## config.mk

```make
export PLATFORM = sky130hd
export DESIGN_NAME = bit_index_serializer
export DESIGN_NICKNAME = d
export VERILOG_FILES = /design/src/rtl/bit_serial_pkg.sv /design/src/rtl/bit_index_map.sv /design/src/rtl/bit_index_serializer.sv
export SDC_FILE = /design/constraint.sdc
export NUM_CORES = 1
export LEC_CHECK = 0
export CORE_MARGIN = 2
export CORE_UTILIZATION = 30
export CTS_BUF_LIST = sky130_fd_sc_hd__clkbuf_4 sky130_fd_sc_hd__clkbuf_8 sky130_fd_sc_hd__clkbuf_16
export CTS_CLUSTER_DIAMETER = 40
export DETAILED_ROUTE_END_ITERATION = 16
export HOLD_SLACK_MARGIN = 0.08
export RECOVER_POWER = 100
export SYNTH_ARGS = -nofsm -noshare
export SYNTH_HDL_FRONTEND = slang
export SYNTH_HIERARCHICAL = 1
export SYNTH_SLANG_ARGS = --single-unit
export TNS_END_PERCENT = 50
```

## constraint.sdc

```tcl
create_clock -name i_clk -period 1.9 [get_ports i_clk]
set_input_delay 0.57 -clock i_clk [delete_from_list [all_inputs] [get_ports i_clk]]
set_output_delay 0.57 -clock i_clk [all_outputs]
set_load 0.01 [all_outputs]
```

## src/rtl/bit_serial_pkg.sv

```systemverilog
// Shared types and defaults for the bit-index serializer.
package bit_serial_pkg;

    localparam int DATA_W_DEF = 8;

    typedef enum logic {
        IDLE  = 1'b0,
        SHIFT = 1'b1
    } state_t;

endpackage

```

## src/rtl/bit_index_map.sv

```systemverilog
// Maps the logical bit counter onto the physical bit position in the word.
module bit_index_map #(
    parameter int DATA_W    = 8,
    parameter int MSB_FIRST = 0,
    localparam int IDX_W    = $clog2(DATA_W)
) (
    input  logic [IDX_W-1:0] i_cnt,
    output logic [IDX_W-1:0] o_index
);

    localparam logic [IDX_W-1:0] LAST_POS = IDX_W'(DATA_W - 1);

    generate
        if (MSB_FIRST != 0) begin : g_msb
            assign o_index = LAST_POS - i_cnt;
        end else begin : g_lsb
            assign o_index = i_cnt;
        end
    endgenerate

endmodule

```

## src/rtl/bit_index_serializer.sv

```systemverilog
// Parallel-to-serial shifter with a ready/valid load side and a bit strobe.
// Every output is a register; the next values are computed from the
// next-state view so the first bit shows up the cycle after acceptance.
module bit_index_serializer
    import bit_serial_pkg::*;
#(
    parameter int DATA_W    = DATA_W_DEF,
    parameter int MSB_FIRST = 0,
    localparam int IDX_W    = $clog2(DATA_W)
) (
    input  logic              i_clk,
    input  logic              i_reset,
    input  logic [DATA_W-1:0] i_data_in,
    input  logic              i_load_valid,
    output logic              o_load_ready,
    input  logic              i_bit_tick,
    output logic              o_serial_out,
    output logic [IDX_W-1:0]  o_bit_index,
    output logic              o_busy,
    output logic              o_done
);

    localparam logic [IDX_W-1:0] LAST_CNT = IDX_W'(DATA_W - 1);

    state_t             r_state;
    state_t             w_state_nxt;
    logic [IDX_W-1:0]   r_cnt;
    logic [IDX_W-1:0]   w_cnt_nxt;
    logic [IDX_W-1:0]   w_idx_nxt;
    logic [DATA_W-1:0]  r_word;
    logic [DATA_W-1:0]  w_word_nxt;
    logic               w_last;

    logic               r_serial;
    logic [IDX_W-1:0]   r_index;
    logic               r_busy;
    logic               r_ready;
    logic               r_done;
    logic               w_serial_nxt;
    logic [IDX_W-1:0]   w_index_nxt;
    logic               w_busy_nxt;
    logic               w_ready_nxt;
    logic               w_done_nxt;

    // Final tick of the word: counter sits on the last logical bit.
    assign w_last = (r_state == SHIFT) && i_bit_tick && (r_cnt == LAST_CNT);

    // State register.
    always_ff @(posedge i_clk or posedge i_reset) begin
        if (i_reset) r_state <= IDLE;
        else         r_state <= w_state_nxt;
    end

    // Next-state logic: load moves to SHIFT, tick on the last bit returns to IDLE.
    always_comb begin
        w_state_nxt = r_state;
        case (r_state)
            IDLE:    if (i_load_valid) w_state_nxt = SHIFT;
            SHIFT:   if (w_last)       w_state_nxt = IDLE;
            default: w_state_nxt = IDLE;
        endcase
    end

    // Next counter/word: capture on load, step on tick, hold the word while shifting.
    always_comb begin
        w_cnt_nxt  = r_cnt;
        w_word_nxt = r_word;
        case (r_state)
            IDLE: begin
                if (i_load_valid) begin
                    w_word_nxt = i_data_in;
                    w_cnt_nxt  = '0;
                end
            end
            SHIFT: begin
                if (i_bit_tick) begin
                    if (r_cnt == LAST_CNT) w_cnt_nxt = '0;
                    else                   w_cnt_nxt = r_cnt + IDX_W'(1);
                end
            end
            default: w_cnt_nxt = '0;
        endcase
    end

    bit_index_map #(
        .DATA_W    (DATA_W),
        .MSB_FIRST (MSB_FIRST)
    ) u_map (
        .i_cnt   (w_cnt_nxt),
        .o_index (w_idx_nxt)
    );

    // Output decode from the upcoming state so the registers line up with it.
    always_comb begin
        w_busy_nxt   = (w_state_nxt == SHIFT);
        w_ready_nxt  = (w_state_nxt == IDLE);
        w_done_nxt   = w_last;
        w_index_nxt  = w_busy_nxt ? w_idx_nxt : '0;
        w_serial_nxt = w_busy_nxt ? w_word_nxt[w_idx_nxt] : 1'b1;
    end

    // Counter and captured word registers.
    always_ff @(posedge i_clk or posedge i_reset) begin
        if (i_reset) begin
            r_cnt  <= '0;
            r_word <= '0;
        end else begin
            r_cnt  <= w_cnt_nxt;
            r_word <= w_word_nxt;
        end
    end

    // Registered outputs; reset values match the idle line.
    always_ff @(posedge i_clk or posedge i_reset) begin
        if (i_reset) begin
            r_serial <= 1'b1;
            r_index  <= '0;
            r_busy   <= 1'b0;
            r_ready  <= 1'b1;
            r_done   <= 1'b0;
        end else begin
            r_serial <= w_serial_nxt;
            r_index  <= w_index_nxt;
            r_busy   <= w_busy_nxt;
            r_ready  <= w_ready_nxt;
            r_done   <= w_done_nxt;
        end
    end

    assign o_serial_out = r_serial;
    assign o_bit_index  = r_index;
    assign o_busy       = r_busy;
    assign o_load_ready = r_ready;
    assign o_done       = r_done;

endmodule

```

==> flow_summary.yaml <==
status:
  status: "completed"
timing:
  period_minus_slack_ns: 1.844
  tightest_slew_ns: 0.9497
  grt_setup_unrepaired: "true"
  slew_headroom_pct: 36.69
  fmax_mhz: 542.2
  skew_ns: 0.001080
  finalMaxSlewViolations: 0
  hold_ws_ns: 0.5118
  finalSetupViolations: 0
  hold_viol_final: 0
  setup_ws_ns: 0.05561
  finalCritPeriodShare_pct: 97.07
detailed_routing:
  drtAntennaViolNets: 0
  wl_per_cell_um: 11.60
  drc: 0
  dr.pass1.iters: 4
  vias_per_cell: 4.752
  drtIter0Drc: 5
  num_vias: 556
  wirelength_um: 1357
yosys:
  synth_area_leaders: "dfrtp_1 48%, mux2_2 15%, mux4_2 11%"
  syn-num-nets: 72
  synthesis.area_um2: 835.8
  synth_top_area_cell: "dfrtp_1"
  syn_inst: 58
  synth_top_area_share_pct: 47.90
  ys_ff_latch: 18
  synth.avg_cell_area_um2: 14.41
  yosysWarningCount: 6
  ys_seq_area_share_pct: 54.19
  synth_cell_types: 16
place:
  dp.final_hpwl_um: 1038
  gp_congestion: 0.7508
  post-place-ws_ns: -0.4056
  placed_area_um2: 1105
  io_buffers: 18
clock_network:
  hold_buffers: 0
  cts_tree: "done"
  cts-root-buf: "clkbuf_4"
  clkTransAtPathRegs_ns: 0.10
  numCtsBuffers: 3
  cts_num_sinks: 18
  cts.path.max_buffers: 2
  htreeDepth: 1
  clkLatencyLatePin_ns: 0.29
finish:
  fin_area_um2: 1166
  diodes: 0
  layout.nets: 101
  final_cell_mix: "15 x clkdlybuf4s50_1, 15 x dfrtp_1, 10 x mux2_2"
  nFillCells: 268
  syn_to_final_growth_pct: 39.52
  drive_gt1_share_pct: 39.53
critical_path:
  crit_path_max_fanout: 6
  critical_path_class: "reg -> reg"
  worst_setup_path_start_kind: "register"
  required_ns: 2.12
  cp-end-kind: "register"
  worstPathArrival_ns: 2.06
grt:
  gr-total-overflow: 0
  grt_max_degree: 19
  track_usage_pct: 9.880
  grt_pass1_vias: 566
  antenna_found_initial: 0
  grt_pass1_wl_um: 2421
die:
  std_cell_rows: 19
  io_pins: 19
  die_x_um: 56.78
  fp.dieH_um: 56.78
  initial_core_util_pct: 30.84
  die-area_um2: 3224
  coreArea_um2: 2710
power:
  p_leak_uw: 0.0005203
  peakVddDrop_mv: 0.6702
  p_per_area_nw_per_um2: 1489
hold_path:
  hp-class: "reg -> reg"
job:
  cap_violations: 0
## timing repair
item,CTS,global route
buffers inserted,0,1
endpoints found under the setup margin,4,2
pin swaps,0,1
gates resized for setup,5,5
## cells by family (layout without fill, tap and decap cells)
group                      Yosys count  count (layout)  synth area share [%]
AOI/OAI and AO/OA                    4               4                 3.743
adders and majority gates            2               2                 2.994
buffers and inverters                6              34                 4.491
DFF                                 18              18                 54.19
muxes                               15              15                 25.60
and+or+nand+nor                     13              13                 8.982
## state kept, by name, indices dropped and copies added, names as in the netlist
signal	flops
r_word	8
o_bit_index	3
r_cnt	3
o_busy	1
o_done	1
o_load_ready	1
o_serial_out	1
## per-stage QoR
| step | util [%] | setup TNS [ns] | std cells | total power [uW] |
|---|---|---|---|---|
| 3_5_place_dp | 40.77 | -0.9515 | 112 | 1486 |
| 6_report | 43.03 | 0 | 117 | 1736 |
| 5_1_grt | 43.03 | -0.03078 | 117 | 1877 |
| 3_3_place_gp | 40.77 | -0.8858 | 112 | 1463 |
| 4_1_cts | 42.38 | -0.03768 | 116 | 1734 |
| 2_1_floorplan | - | 0 | 58 | 1245 |
## per-layer routing
metal / global-route usage [%] / vias up / wire [um]
met5: 0 / - / 0
met4: 1.993 / 0 / 0
met3: 5.069 / 0 / 92
met2: 16.61 / 16 / 664
met1: 11.29 / 275 / 599
li1: - / 265 / -
## worst max-delay path, stage by stage, from the launching register on
cell	delay [ns]
dfrtp_1	0.37
ha_1	0.16
ha_2	0.17
nor2_1	0.04
mux2_4	0.25
a22o_4	0.25
mux4_2	0.30
a21oi_2	0.14
nand4_1	0.08
## synthesized netlist by cell type
library cell  count
buf_4             4
a22o_1            3
a21oi_1           1
inv_1             2
mux2_2           11
mux4_2            4
nor2_1            4
and2_1            3
dfrtp_1          16
nand4_1           1
dfstp_2           2
nand3b_1          2
nand3_1           1
and3_1            1
ha_1              2
nor2b_2           1
## power by group
part           switching (uW)  internal, uW  total, uW
clock network             115           117        232
logic                     329           524        854
registers                75.7           575        651
total                     520          1220       1740
## final timing paths
kind                                start              to  slack [ns]  cells after the start
worst max-delay path             r_cnt[0]    o_serial_out        0.06                      8
worst min-delay path            r_word[1]       r_word[1]        0.51                      1
worst max register to register   r_cnt[0]    o_serial_out        0.06                      8
worst min register to register  r_word[1]       r_word[1]        0.51                      1
max in group asynchronous         i_reset          o_busy        0.41                      3
min in group asynchronous         i_reset  o_bit_index[0]        0.85                      3
## final cells by class
cell class	count	area [um^2]	area share, %
sequential	18	454.2	38.95
multi-input combinational	34	369.1	31.65
timing repair buffer	28	260.3	22.32
tap	31	38.79	3.326
clock buffer	4	36.28	3.112
inverter	2	7.507	0.6438
Power figures use the tool's default switching activity.
==> RTL change 1 (config.mk and constraints unchanged) <==
Take the reset off `r_word` and load it in a clocked block of its own.
--- a/src/rtl/bit_index_serializer.sv
+++ b/src/rtl/bit_index_serializer.sv
@@ -103,11 +103,13 @@
     always_ff @(posedge i_clk or posedge i_reset) begin
         if (i_reset) begin
             r_cnt  <= '0;
-            r_word <= '0;
         end else begin
             r_cnt  <= w_cnt_nxt;
-            r_word <= w_word_nxt;
         end
+    end
+
+    always_ff @(posedge i_clk) begin
+        r_word <= w_word_nxt;
     end
 
     // Registered outputs; reset values match the idle line.
Function: no difference found for any inputs over 10 cycles, from zero or initial values and one cycle with i_reset high; that may be too few to reach the edited logic, so the function may still have changed.
==> RTL change 1 against the unedited design <==
- the flow now finishes with violations (negative setup slack)
- maximum frequency decreased by 8.3%
- design area rose by 4.4%
- combinational power grew 33%
- critical path depth is 1 higher
- total power up 17%
- synthesized area is 1.0% lower
- sequential power up 1%
- wire length up 19%
- setup slack got worse by 0.17 ns
- sequential cell count unchanged
==> RTL change 1: results (changes against the unedited design) <==
violations in the final reports negative setup slack; wire length of the first global-routing pass 2.83 mm (+17%); result of the run complete, but fails checks; detailed-route wire length on metal 1 672 µm (+12%); syn_area_per_cell 12.2 µm² (-16%); arrival time of the worst setup path 2.22 ns (+0.16 ns); hold slack final 0.491 ns (-0.0211 ns); Final HPWL DP 1.23 mm (+19%); largest net degree at the start of global routing 11 (-8); final net count 118 (+17%); Final setup viols 1 (+1); library cells used by synthesis 27 (+11); Global Route Usage Sum 0.117 (+0.0181); Worst IR Drop VDD 0.000877 V (+31%); setup ws final -0.110 ns (-0.166 ns); Total Neg Setup Slack -0.110 ns (-0.110 ns); non-clock inverter count 5 (+3); commonest cells in the netlist 10 x sky130_fd_sc_hd__mux2_2, 8 x sky130_fd_sc_hd__dfrtp_1, 8 x sky130_fd_sc_hd__dfxtp_1; vias in the first global route 672 (+19%); Reg area 414 µm² (-8.8%); sequential fraction of the synthesis area 0.499 (-0.0427); Primary FF master, synth sky130_fd_sc_hd__dfxtp_1; Routed wire per std cell 12.1 µm (+4.2%); Sw Share 0.328 (+0.0287); number of buffers added for setup after CTS 1 (+1); kind of cell adding the most delay to the critical path compound AO/OA/AOI/OAI gates
-- RTL change 1: changes by cell type in the layout (fill, tap and decap cells not counted), sizes merged, moves of 3 or more --
cell,delta
dfrtp,-8
nand2,+3
clkdlybuf4s50,-6
dlygate4sd3,+5
mux2i,+3
mux4,-3
dfxtp,+8
inv,+3
buf,+7
-- RTL change 1: worst max-delay path by stage --
| stage | end | slack, ns | startpoint | depth (start not counted) |
|---|---|---|---|---|
| 4_1_cts | o_serial_out$_DFF_PP1_ | -0.07 | r_cnt[0]$_DFF_PP0_ | 8 |
| 2_1_floorplan | o_serial_out$_DFF_PP1_ | -0.14 | r_cnt[0]$_DFF_PP0_ | 11 |
| 6_report | o_serial_out$_DFF_PP1_ | -0.11 | r_cnt[0]$_DFF_PP0_ | 9 |
| 3_3_place_gp | o_serial_out$_DFF_PP1_ | -0.46 | i_bit_tick | 8 |
| 3_5_place_dp | o_serial_out$_DFF_PP1_ | -0.54 | i_bit_tick | 8 |
| 5_1_grt | o_serial_out$_DFF_PP1_ | -0.20 | r_cnt[0]$_DFF_PP0_ | 9 |
-- RTL change 1: cells by family (layout without fill, tap and decap cells) --
logic type               after synthesis  count (layout)  synth area share
buffers and inverters                 10              45            0.0681
adder cells (fa/ha/maj)                2               2            0.0303
flip-flops                            18              18             0.499
AO/OA/AOI/OAI                         10              10             0.101
multiplexers                          15              15             0.222
AND/OR/NAND/NOR                       13              13            0.0787
-- RTL change 1: per-stage QoR --
stage               power [µW]  worst slack [ns]  utilization
CTS                       2070           -0.0677        0.452
finish                    2030            -0.110        0.453
global placement          1670            -0.464        0.423
detailed placement        1710            -0.541        0.423
floorplan                 1340            -0.140            -
global route              2190            -0.204        0.453
==> RTL change 2 (config.mk and constraints unchanged) <==
Made on the original files. `MSB_FIRST` is set to 0 in 2 places; all go to 1.
--- a/src/rtl/bit_index_map.sv
+++ b/src/rtl/bit_index_map.sv
@@ -1,7 +1,7 @@
 // Maps the logical bit counter onto the physical bit position in the word.
 module bit_index_map #(
     parameter int DATA_W    = 8,
-    parameter int MSB_FIRST = 0,
+    parameter int MSB_FIRST = 1,
     localparam int IDX_W    = $clog2(DATA_W)
 ) (
     input  logic [IDX_W-1:0] i_cnt,
--- a/src/rtl/bit_index_serializer.sv
+++ b/src/rtl/bit_index_serializer.sv
@@ -5,7 +5,7 @@
     import bit_serial_pkg::*;
 #(
     parameter int DATA_W    = DATA_W_DEF,
-    parameter int MSB_FIRST = 0,
+    parameter int MSB_FIRST = 1,
     localparam int IDX_W    = $clog2(DATA_W)
 ) (
     input  logic              i_clk,
Function: changed (Yosys sat finds a counterexample within 4 cycles, from zero or initial values and one cycle with i_reset high).
==> RTL change 2 against the unedited design <==
- setup slack lost 0.033 ns
- wire length grew 5.2%
- synthesized area shrank 1.3%
- sequential cell count is the same
- highest routed layer unchanged
- non-clock buffer count grew 1
- count of clock-buffer cells in the layout is the same
- total power grew 1.9%
- critical path depth grew 1
- critical path type unchanged
- design area grew 0.86%
==> RTL change 2: results (changes against the unedited design) <==
clk_skew 0.00199 ns (+0.000906 ns); proportion of synthesized area in mux cells 0.259 (+0.00350); result of the run finished, final reports clean; internal power 1230 µW (+0.87%); arrival time of the worst setup path 2.10 ns (+0.04 ns); Layout fillers 269 (+0.37%); Global Route Usage Sum 0.0970 (-0.00180); via total after detailed routing 577 (+3.8%); vias in the first global route 540 (-4.6%); Port-buffer cells 18 (unchanged); leakage power summed over all cells 0.000525 µW (+0.80%); sequential fraction of the synthesis area 0.549 (+0.00740); library cells used by synthesis 16 (unchanged); Worst IR Drop VDD 0.000789 V (+18%); met1 usage in global routing 0.112 (-0.000477); commonest cells in the netlist 16 x sky130_fd_sc_hd__dfrtp_1, 11 x sky130_fd_sc_hd__mux2_2, 5 x sky130_fd_sc_hd__inv_1; synthesized-area fraction occupied by ao, oa, aoi and oai cells 0.0379 (+0.000511); Final HPWL DP 1.20 mm (+15%); routed wire length 1.43 mm (+5.2%); number of flip-flops in the largest register 8 (unchanged); largest fanout on the critical path 5 (-1); final net count 105 (+4.0%); largest net degree at the start of global routing 11 (-8); Max stage delay on crit path 0.37 ns (about the same); clock share of power 0.133 (about the same); adder-cell share of the synthesized area 0.0303 (+0.000409); GR Layer Usage met2 0.159 (-0.00664); fraction of layout instances using a drive strength above 1 0.422 (+0.0269); Slew headroom 0.649 (+0.282); wire length of the first global-routing pass 2.34 mm (-3.4%)
[RTL change 2: layer usage]
metal	vias to the layer above	wire length, µm
li1	273	-
met1	286	577
met2	18	743
met3	0	107
met4	0	0
met5	-	0
[RTL change 2: final timing paths]
path / from / endpoint / slack (ns) / cells past startpoint
hold / removal: r_word[1]$_DFF_PP0_ / r_word[1]$_DFF_PP0_ / 0.51 / 1
min in group asynchronous: i_reset / r_word[0]$_DFF_PP0_ / 0.66 / 2
setup reg to reg: r_cnt[1]$_DFF_PP0_ / o_serial_out$_DFF_PP1_ / 0.02 / 9
max in group asynchronous: i_reset / r_word[2]$_DFF_PP0_ / 0.48 / 3
setup / recovery: r_cnt[1]$_DFF_PP0_ / o_serial_out$_DFF_PP1_ / 0.02 / 9
hold reg to reg: r_word[1]$_DFF_PP0_ / r_word[1]$_DFF_PP0_ / 0.51 / 1
[RTL change 2: timing repair]
item,CTS,global route
resized for setup,6,6
cloned,0,0
pin swaps,2,4
setup buffers,1,0
endpoints found under the setup margin,4,2
[RTL change 2: per-stage QoR]
step / total power (µW) / instances / hold slack, ns / worst slack (ns) / cell area, µm²
2_1_floorplan: 1190 / 58 / 0.475 / 0.0702 / 825
3_3_place_gp: 1480 / 116 / 0.487 / -0.481 / 1110
3_5_place_dp: 1510 / 116 / 0.490 / -0.548 / 1110
4_1_cts: 1770 / 121 / 0.515 / -0.0151 / 1160
5_1_grt: 1910 / 121 / 0.533 / -0.0859 / 1180
6_report: 1770 / 121 / 0.509 / 0.0222 / 1180
[RTL change 2: layout make-up]
type | instances | area share
multi-input cells | 34 | 0.315
flip-flops and latches | 18 | 0.386
inverters | 5 | 0.0160
repair buffers | 29 | 0.219
clock buffers | 4 | 0.0309
well taps | 31 | 0.0330
